$ cat config.mk
export PLATFORM = sky130hd
export DESIGN_NAME = pcie_dllp_tx_scheduler
export DESIGN_NICKNAME = d
export VERILOG_FILES = /design/src/rtl/pcie_dllp_tx_scheduler.sv
export SDC_FILE = /design/constraint.sdc
export NUM_CORES = 1
export LEC_CHECK = 0
export CAP_MARGIN = 20
export CORE_MARGIN = 2
export CORE_UTILIZATION = 52
export CTS_BUF_LIST = sky130_fd_sc_hd__clkbuf_8
export DETAILED_ROUTE_END_ITERATION = 10
export PLACE_DENSITY = 0.88
export SYNTH_ARGS = -nofsm -noshare
export SYNTH_HDL_FRONTEND = slang
export SYNTH_SLANG_ARGS = --single-unit
$ cat constraint.sdc
create_clock -name clk -period 4.1 [get_ports clk]
set_clock_uncertainty 0.05 [all_clocks]
set_input_delay 0.41 -clock clk [delete_from_list [all_inputs] [get_ports clk]]
set_output_delay 0.41 -clock clk [all_outputs]
set_load 0.01 [all_outputs]
$ cat src/rtl/pcie_dllp_tx_scheduler.sv
// pcie_dllp_tx_scheduler: arbitrates Ack, Nak and UpdateFC DLLPs onto one registered transmit slot
module pcie_dllp_tx_scheduler #(
   parameter int ACK_TIMER_LIMIT = 64,
   parameter int FC_TIMER_LIMIT  = 1024
) (
   input  logic        clk,
   input  logic        rst,
   input  logic        ack_req_i,
   input  logic [11:0] ack_seq_i,
   input  logic        nak_req_i,
   input  logic [11:0] nak_seq_i,
   input  logic [2:0]  fc_upd_req_i,
   input  logic [23:0] fc_hdr_credit_i,
   input  logic [35:0] fc_data_credit_i,
   output logic        dllp_valid_o,
   output logic [2:0]  dllp_type_o,
   output logic [11:0] dllp_seq_o,
   output logic [7:0]  dllp_hdr_fc_o,
   output logic [11:0] dllp_data_fc_o,
   input  logic        dllp_ready_i
);
   localparam int AW = $clog2(ACK_TIMER_LIMIT + 1);
   localparam int FW = $clog2(FC_TIMER_LIMIT);
   localparam logic [AW-1:0] ACK_LIM = AW'(ACK_TIMER_LIMIT);
   localparam logic [FW-1:0] FC_LAST = FW'(FC_TIMER_LIMIT - 1);
   typedef enum logic {EMPTY, FULL} state_t;
   state_t          state, state_nx;
   logic            ack_pend, nak_pend, nak_sched;
   logic [11:0]     ack_seq, nak_seq;
   logic [2:0]      fc_pend, fc_clr;
   logic [AW-1:0]   ack_timer;
   logic [FW-1:0]   fc_timer;
   logic [1:0]      rr_ptr, p1, p2, fc_idx;
   logic [7:0]      fc_hdr;
   logic [11:0]     fc_data;
   logic            nak_acc, ack_acc, fc_wrap, ack_el, fc_el, take, load;
   logic            win_nak, win_ack, win_fc;
   assign dllp_valid_o = state == FULL;
   // Slot state register; reset empties the slot and drops valid immediately
   always_ff @(posedge clk or posedge rst) begin
      if (rst) state <= EMPTY;
      else     state <= state_nx;
   end
   // Request acceptance, priority arbitration (Nak > timed-out Ack > round-robin FC) and next slot state
   always_comb begin
      nak_acc  = nak_req_i && !nak_sched;
      ack_acc  = ack_req_i && !nak_acc;
      fc_wrap  = fc_timer == FC_LAST;
      ack_el   = ack_pend && ack_timer == ACK_LIM;
      fc_el    = |fc_pend;
      p1       = rr_ptr == 2'd2 ? 2'd0 : rr_ptr + 2'd1;
      p2       = rr_ptr == 2'd0 ? 2'd2 : rr_ptr - 2'd1;
      fc_idx   = fc_pend[rr_ptr] ? rr_ptr : fc_pend[p1] ? p1 : p2;
      fc_hdr   = fc_idx == 2'd0 ? fc_hdr_credit_i[7:0] : fc_idx == 2'd1 ? fc_hdr_credit_i[15:8] : fc_hdr_credit_i[23:16];
      fc_data  = fc_idx == 2'd0 ? fc_data_credit_i[11:0] : fc_idx == 2'd1 ? fc_data_credit_i[23:12] : fc_data_credit_i[35:24];
      take     = state == EMPTY || dllp_ready_i;
      load     = take && (nak_pend || ack_el || fc_el);
      win_nak  = load && nak_pend;
      win_ack  = load && !nak_pend && ack_el;
      win_fc   = load && !nak_pend && !ack_el;
      fc_clr   = win_fc ? 3'b001 << fc_idx : 3'b000;
      state_nx = take ? (load ? FULL : EMPTY) : state;
   end
   // Pending requests, coalescing Ack timer, periodic FC refresh timer and round-robin pointer
   always_ff @(posedge clk or posedge rst) begin
      if (rst) begin
         ack_pend  <= 1'b0;
         nak_pend  <= 1'b0;
         nak_sched <= 1'b0;
         ack_seq   <= '0;
         nak_seq   <= '0;
         fc_pend   <= '0;
         ack_timer <= '0;
         fc_timer  <= '0;
         rr_ptr    <= '0;
      end else begin
         nak_pend  <= nak_acc || (nak_pend && !win_nak);
         nak_sched <= nak_acc || (nak_sched && !ack_req_i);
         if (nak_acc) nak_seq <= nak_seq_i;
         ack_pend  <= !nak_acc && (ack_acc || (ack_pend && !win_ack));
         if (ack_acc) ack_seq <= ack_seq_i;
         ack_timer <= (ack_acc && (!ack_pend || win_ack)) ? '0 :
                      (ack_pend && ack_timer != ACK_LIM) ? ack_timer + 1'b1 : ack_timer;
         fc_pend   <= (fc_pend & ~fc_clr) | fc_upd_req_i | {3{fc_wrap}};
         fc_timer  <= fc_wrap ? '0 : fc_timer + 1'b1;
         if (win_fc) rr_ptr <= fc_idx == 2'd2 ? 2'd0 : fc_idx + 2'd1;
      end
   end
   // Output slot contents, captured on the load edge and held until accepted
   always_ff @(posedge clk or posedge rst) begin
      if (rst) begin
         dllp_type_o    <= '0;
         dllp_seq_o     <= '0;
         dllp_hdr_fc_o  <= '0;
         dllp_data_fc_o <= '0;
      end else if (load) begin
         dllp_type_o    <= win_nak ? 3'd1 : win_ack ? 3'd0 : {1'b0, fc_idx} + 3'd2;
         dllp_seq_o     <= win_nak ? nak_seq : win_ack ? ack_seq : 12'd0;
         dllp_hdr_fc_o  <= win_fc ? fc_hdr : 8'd0;
         dllp_data_fc_o <= win_fc ? fc_data : 12'd0;
      end
   end
endmodule

# After elaboration in Yosys (flattened, before gate mapping)
# Index checks and enable logic that the tools add are counted.
classes:
  n_mul: 0
  n_bitwise: 5
  n_reduce_logical: 33
  eq_ne: 6
  shift: 1
  order_cmp: 2
  div_mod_pow: 0
  add_sub_neg: 6
  muxes: 24
op_table:
  columns: ["operator", "n"]
  rows:
  - ["$mux W12", 5]
  - ["$mux W8", 3]
  - ["$logic_and A1 B1 Y1", 14]
  - ["$mux W7", 2]
  - ["$add A10 B1 Y10 const B", 1]
  - ["$eq A10 B10 Y1 const B", 1]
  - ["$mux W10", 1]
  - ["$mux W2", 5]
  - ["$mux W3", 3]
  - ["$logic_not A1 Y1", 8]
  - ["$add A7 B1 Y7 const B", 1]
  - ["$eq A7 B7 Y1 const B", 1]
  - ["$logic_or A1 B1 Y1", 7]
  - ["$ne A7 B7 Y1 const B", 1]
  - ["$lt A2 B3 Y1 const B", 2]
  - ["$or A3 B3 Y3", 2]
  - ["$add A2 B1 Y2 const B", 2]
  - ["$bmux W1 S2", 2]
  - ["$eq A2 B2 Y1 const B", 2]
  - ["$logic_not A2 Y1", 2]
  - ["$add A2 B2 Y3 const B", 1]
  - ["$and A3 B3 Y3", 1]
  - ["$mux W1", 3]
  - ["$not A3 Y3", 1]
  - ["other kinds (6)", 6]
word_totals:
  ramBits: 0
  ff_bits: 85
  n_memories: 0
  word_cells: 91
  latchBits: 0
  in_bits: 92
  rom_bits: 0

# Depth between registers and ports, before layout
# Gate-level depths: netlist of the first run.
depth:
  word_depth: 12
  mapped_depth: 10
  depth_no_buf: 8

# Least setup slack after synthesis of the first run
# Ideal clock, no wire load.
synth_path:
  kind: "reg2reg"
  from: "register rr_ptr[0]"
  to: "register fc_pend[0]"
  t_arrival_ns: 1.977
  setup_time_ns: 0.124
  setup_slack_ns: 1.949
  path_buffers: 2
  stages_incl_launch_ff: 10
  cell_sequence: "dfrtp_1 inv_1 ha_1 mux2_4 o22ai_2 o32a_1 buf_6 buf_8 nand3_4 a211o_1"
synth_via:
  elab_chain_cells: 12
  elab_cells_between_ends: 18
  cone_classes: "add/sub (2); eq/ne (1); shift (1); mux (9); bitwise (4); reduce/logical (1)"
synth_rtl:
  columns: ["element", "line", "text"]
  rows:
  - ["start: declaration", "33", "logic [1:0] rr_ptr, p1, p2, fc_idx;"]
  - ["start signal: assignment", "86", "if (win_fc) rr_ptr <= fc_idx == 2'd2 ? 2'd0 : fc_idx + 2'd1;"]
  - ["$add A2 B1 Y2 or $eq A2 B2 Y1 (tied branches)", "51", "p1 = rr_ptr == 2'd2 ? 2'd0 : rr_ptr + 2'd1;"]
  - ["$mux W2", "51", null]
  - ["$bmux W1 S2", "53", "fc_idx = fc_pend[rr_ptr] ? rr_ptr : fc_pend[p1] ? p1 : p2;"]
  - ["$mux W1 (not written as such)", "53", null]
  - ["$mux W2", "53", null]
  - ["$mux W2 *", "53", null]
  - ["$shl A1 B2 Y3 *", "61", "fc_clr = win_fc ? 3'b001 << fc_idx : 3'b000;"]
  - ["$mux W3 *", "61", null]
  - ["$not A3 Y3 *", "84", "fc_pend <= (fc_pend & ~fc_clr) | fc_upd_req_i | {3{fc_wrap}};"]
  - ["$and A3 B3 Y3 *", "84", null]
  - ["$or A3 B3 Y3 * (2 in series)", "84", null]
  - ["end signal: assignment", "84", null]
  - ["end: declaration", "30", "logic [2:0] fc_pend, fc_clr;"]
# Mark *: on every way between the ends. The rest lies on a longest branch, timed or not. The select of a mux whose other input is x is not followed.
# A chain may end at the register's enable or synchronous reset.

# Final worst setup path of the first run
layout_path:
  from: "register rr_ptr[1]"
  to: "register fc_pend[1]"
# Same word-level chain as after synthesis.

==> results of run 1 <==
## registers in the layout, indices dropped and copies added, names as in the netlist, 2 cells and up
name            cells
ack_seq            12
dllp_data_fc_o     12
dllp_seq_o         12
nak_seq            12
fc_timer           10
dllp_hdr_fc_o       8
ack_timer           7
dllp_type_o         3
fc_pend             3
rr_ptr              2
## placed cells by master (no fill, tap or decap), drive strengths merged, types with 2 or more instances in the layout
cell type	instances
clkbuf	9
xnor2	7
nand3	13
a22oi	12
clkinv	3
o22ai	2
nand4	3
clkinvlp	2
nor2	18
and2	4
o221ai	4
o31ai	2
buf	7
nand2	75
ha	6
nand2b	3
mux2	25
xor2	5
o21ai	50
or3	2
and3	20
nor2b	4
nor3	4
mux2i	5
a21oi	6
a211o	2
inv	11
dfrtp	85
clkdlybuf4s50	127
a21boi	2
## layout make-up
type,instances,area share
flip-flops and latches,85,0.379
multi-input cells,282,0.315
repair buffers,134,0.244
well taps,102,0.0228
clock buffers,9,0.0221
clock inverters,7,0.0103
inverters,9,0.00625
## stage by stage
step,instance area [µm²],total power [mW],hold WS [ns],std cells,worst slack (ns)
5_1_grt,5610,3.34,0.349,628,1.22
4_1_cts,5570,3.15,0.435,626,1.36
3_5_place_dp,5390,2.59,0.418,610,1.36
2_1_floorplan,4050,2.12,0.388,398,1.45
6_report,5610,3.14,0.314,628,1.35
3_3_place_gp,5360,2.48,0.405,609,1.33
## metal layers
metal	GRT usage	share of wire
met1	0.290	0.41
met2	0.442	0.52
met3	0.0715	0.052
met4	0.0709	0.021
met5	0	0
## cells in the mapped netlist (2+ instances only)
library cell / count / area share
nor2_1: 18 / 0.017
o21ai_0: 25 / 0.031
buf_2: 6 / 0.0074
dfrtp_1: 85 / 0.52
o31ai_1: 2 / 0.0037
xnor2_1: 7 / 0.015
a211o_1: 2 / 0.0043
buf_6: 4 / 0.011
mux2_2: 24 / 0.067
a22oi_1: 12 / 0.022
inv_1: 9 / 0.0083
a21boi_0: 2 / 0.0037
mux2i_1: 5 / 0.012
nand2_1: 75 / 0.069
nor2b_1: 4 / 0.0062
and2_2: 3 / 0.0056
xor2_1: 5 / 0.011
nor3_1: 3 / 0.0037
o221ai_1: 4 / 0.0086
nand2b_1: 3 / 0.0046
o21ai_1: 25 / 0.031
a21oi_1: 5 / 0.0062
ha_1: 6 / 0.019
and3_1: 20 / 0.031
clkbuf_1: 9 / 0.0083
nand4_1: 3 / 0.0046
nand3_1: 11 / 0.014
## power by group
part,switching [mW],internal (mW),leakage [nW]
Combinational,0.670,0.709,1.24
Clock,0.320,0.228,0.0881
Sequential,0.163,1.05,1.05
## how the worst max path moves through the flow
stage / from / endpoint / depth (start not counted)
after global placement: rr_ptr[1]$_DFFE_PP0P_ / fc_pend[0]$_DFF_PP0_ / 8
after floorplan: rst / ack_pend$_DFF_PP0_ / 1
final: rr_ptr[1]$_DFFE_PP0P_ / fc_pend[1]$_DFF_PP0_ / 8
after global routing: rr_ptr[0]$_DFFE_PP0P_ / dllp_hdr_fc_o[1]$_DFFE_PP0N_ / 9
after CTS: rr_ptr[1]$_DFFE_PP0P_ / fc_pend[1]$_DFF_PP0_ / 8
after detailed placement: rr_ptr[1]$_DFFE_PP0P_ / fc_pend[1]$_DFF_PP0_ / 8
## logic make-up (layout without fill, tap and decap cells)
kind of cell | count (synthesis) | after routing | share of synthesized area
XOR/XNOR | 12 | 12 | 0.0259
adder cells (fa/ha/maj) | 6 | 6 | 0.0185
AND/OR/NAND/NOR | 148 | 148 | 0.174
flip-flops | 85 | 85 | 0.525
buffers and inverters | 31 | 159 | 0.0420
AO/OA/AOI/OAI | 86 | 86 | 0.132
multiplexers | 30 | 30 | 0.0827
==> impl_metrics.toml, run 1 <==
[timing]
hold_viol = 0
setup_tns_ns = 0
fin_crit_sh = 0.672
grt_setup_unrepaired = "no"
fmax_mhz = 363
period_needed_ns = 2.75
drv_slew = 0
tightest_slew_ns = 0.820
max-slew-margin-rel = 0.450
setup_viol = 0

[setup_path]
cp_max_fo = 14
slowest_delay_ns = 0.69
critPathKind = "flop to flop"
rrSetupSlack_ns = 1.35
r2r_cells = 8
regToRegEndpoint = "fc_pend[1]$_DFF_PP0_"
path_cells = "inv_1, ha_1, mux2_4, o22ai_2, o32ai_2, buf_4, nand3_2, a211o_1"
cp_data_required_time_ns = 4.29
cp_slowest_cell = "o32ai_2"
end_kind = "flop"
start_kind = "flop"
critPathArrivalTime_ns = 2.95
rr_startpoint = "rr_ptr[1]$_DFFE_PP0P_"
critPathTopFamily = "compound AO/OA/AOI/OAI gates"
path_buf_inv = 2

[logic_synthesis]
synth_cells = 398
synth-seq-cells = 85
syn-num-nets = 496
synth_seq_area_share = 0.525
yosysUniqueCellTypes = 48
yosysWarnings = 0
synth_area_um2 = 4050
async_flop_share = 1.00
syn_area_per_cell_um2 = 10.2
synth_enable_flop_cells = 0
synthFlopType = "dfrtp_1"

[grt]
grt_usage = 0.248
grt_max_degree = 60
grt_pass1_vias = 3659
antenna_found_initial = 0
grt_overflow = 0
grt_pass1_wl_um = 16700

[cells_and_area]
n_antenna_cell = 0
nFillCells = 526
synthToLayoutAreaGrowth_pct = 38.3
drive_above_1_share = 0.116
final_util = 0.733
nets = 619
seq_area_um2 = 2130
multi_input_area_um2 = 1770

[cts]
cts_repair_resize_count = 0
post_cts_buffers = 0
cts.sinks = 85
cts_inserted_buffers = 9
clk_pin_slew_worst_paths_ns = 0.09
h-tree-depth = 3
cts_tree = "yes"
hold_buffers = 0
clockBufferDepth = 2
cts_root_buf = "clkbuf_8"
worstSkewPairLatency_ns = 0.35

[min_path]
min_path_type = "input port to async pin"

[floorplanning]
die_w_um = 92.3
row_count = 32
start_util = 0.530
die_y_um = 92.3
die-area_um2 = 8520
io_pins = 128
core_area_um2 = 7650

[route]
routed-via-count = 3389
postRouteAntennaNets = 0
drc_errors = 0
wl_um = 10100
via_per_inst = 5.40
drt_pass1_iterations = 4
wl_per_cell_um = 16.1
drtIter0Drc = 128

[placed_design]
io_buffers = 127
dp_hpwl_um = 7100
gp_congestion = 0.795

[power]
power.leakage_nw = 2.38
peakVddDrop_mv = 0.330
p_per_area_nw_per_um2 = 560

[flow_run]
max-cap-violations = 0

[status]
run_status = "complete, no violations"
Note: power is estimated with default switching activity, not from simulation.
==> inputs of run 2 (changes only) <==
- CORE_UTILIZATION: 52 -> 48
- PLACE_DENSITY: 0.88 -> 0.82
- clock period: 4.1 -> 2.6 ns (I/O delays scaled with it)
==> impl_metrics.toml, run 2 (same netlist as run 1, synthesis figures left out) <==
[grt]
grt_pass1_wl_um = 16300
grt_max_degree = 31
grt_overflow = 0
grt_pass1_vias = 3445
grt_usage = 0.233
antenna_found_initial = 0

[cts]
cts.sinks = 85
cts_inserted_buffers = 9
clk_pin_slew_worst_paths_ns = 0.11
cts_repair_resize_count = 0
h-tree-depth = 3
clockBufferDepth = 2
cts_root_buf = "clkbuf_8"
post_cts_buffers = 0
hold_buffers = 0
worstSkewPairLatency_ns = 0.37
cts_tree = "yes"

[placed_design]
dp_hpwl_um = 7460
place_inst = 624
io_buffers = 127
gp_congestion = 0.811
placement.cell_area_um2 = 5450

[floorplanning]
row_count = 33
die_y_um = 95.9
die-area_um2 = 9190
core_area_um2 = 8220
die_w_um = 95.9
io_pins = 128
start_util = 0.493

[route]
drtIter0Drc = 179
via_per_inst = 5.29
drt_pass1_iterations = 4
wl_per_cell_um = 15.7
postRouteAntennaNets = 0
wl_um = 10000
routed-via-count = 3387
drc_errors = 0

[cells_and_area]
synthToLayoutAreaGrowth_pct = 39.4
seq_area_um2 = 2130
instances_no_fill = 640
n_antenna_cell = 0
nets = 628
design_area_um2 = 5650
final_common_cell = "clkdlybuf4s50_1"
final_util = 0.688
nFillCells = 595
multi_input_area_um2 = 1770
drive_above_1_share = 0.131
final_cell_mix = "127 x clkdlybuf4s50_1, 85 x dfrtp_1, 75 x nand2_1"

[setup_path]
regToRegEndpoint = "dllp_data_fc_o[3]$_DFFE_PP0N_"
critPathArrivalTime_ns = 2.63
end_kind = "flop"
rrSetupSlack_ns = 0.21
r2r_cells = 9
start_kind = "flop"
cp_max_fo = 16
rr_startpoint = "rr_ptr[1]$_DFFE_PP0P_"
critPathKind = "flop to flop"
cp_data_required_time_ns = 2.84

[power]
power.leakage_nw = 2.42
peakVddDrop_mv = 0.666
p_per_area_nw_per_um2 = 889

[min_path]
min_path_type = "input port to async pin"

[flow_run]
max-cap-violations = 0

[timing]
drv_slew = 0
fin_crit_sh = 0.921
whs_ns = 0.154
setup_viol = 0
hold_viol = 0
grt_setup_unrepaired = "no"
fmax_mhz = 418
setup_tns_ns = 0
max-slew-margin-rel = 0.640
period_needed_ns = 2.39
tightest_slew_ns = 0.539

[status]
run_status = "complete, no violations"
run 2: cell types whose count changed in the layout (fill, tap and decap cells not counted):
| cell | change |
|---|---|
| buf_12 | -2 |
| buf_4 | +12 |
| clkinv_4 | +1 |
| clkinvlp_4 | -2 |
| inv_8 | +4 |
| clkinv_2 | -1 |
| buf_16 | -1 |
| inv_6 | -2 |
run 2: metrics by stage:
step                total power [mW]  worst slack (ns)
finish                          5.02             0.207
floorplan                       3.34            0.0965
CTS                             5.05             0.214
detailed placement              4.12             0.241
global route                    5.37            0.0909
global placement                4.04             0.368
run 2: per-layer routing:
| layer | routed length, µm | share of wire | GRT usage |
|---|---|---|---|
| met3 | 397 | 0.040 | 0.0399 |
| met2 | 4970 | 0.50 | 0.388 |
| met4 | 298 | 0.030 | 0.101 |
| met1 | 4370 | 0.44 | 0.300 |
| met5 | 0 | 0 | 0 |
run 2: final cells by class:
| type | instances | share of cell area |
|---|---|---|
| well taps | 105 | 0.0233 |
| repair buffers | 143 | 0.246 |
| clock inverters | 7 | 0.0131 |
| multi-input cells | 282 | 0.313 |
| flip-flops and latches | 85 | 0.377 |
| inverters | 9 | 0.00620 |
| clock buffers | 9 | 0.0219 |
run 2: power breakdown:
group	total (mW)	switching [mW]	internal, mW
Clock	0.936	0.552	0.384
Sequential	1.89	0.236	1.65
Combinational	2.20	1.06	1.14
run 2: critical path, cell delays in order, from the launching register on:
cell and delay, ns:
dfrtp_1 0.46, inv_1 0.16, ha_1 0.23, mux2_4 0.32
o22ai_2 0.18, o32a_1 0.26, buf_4 0.25, nand2_1 0.09
and3_1 0.18, o21ai_1 0.13
run 2: worst max path at each step:
stage                                from                            end  slack, ns  cells past startpoint
floorplan                             rst             ack_pend$_DFF_PP0_        0.1                      1
CTS                 rr_ptr[1]$_DFFE_PP0P_  dllp_data_fc_o[3]$_DFFE_PP0N_       0.21                      9
finish              rr_ptr[1]$_DFFE_PP0P_  dllp_data_fc_o[3]$_DFFE_PP0N_       0.21                      9
global placement    rr_ptr[1]$_DFFE_PP0P_  dllp_data_fc_o[2]$_DFFE_PP0N_       0.37                      9
detailed placement  rr_ptr[1]$_DFFE_PP0P_  dllp_data_fc_o[3]$_DFFE_PP0N_       0.24                      9
global route        rr_ptr[1]$_DFFE_PP0P_  dllp_data_fc_o[0]$_DFFE_PP0N_       0.09                      9
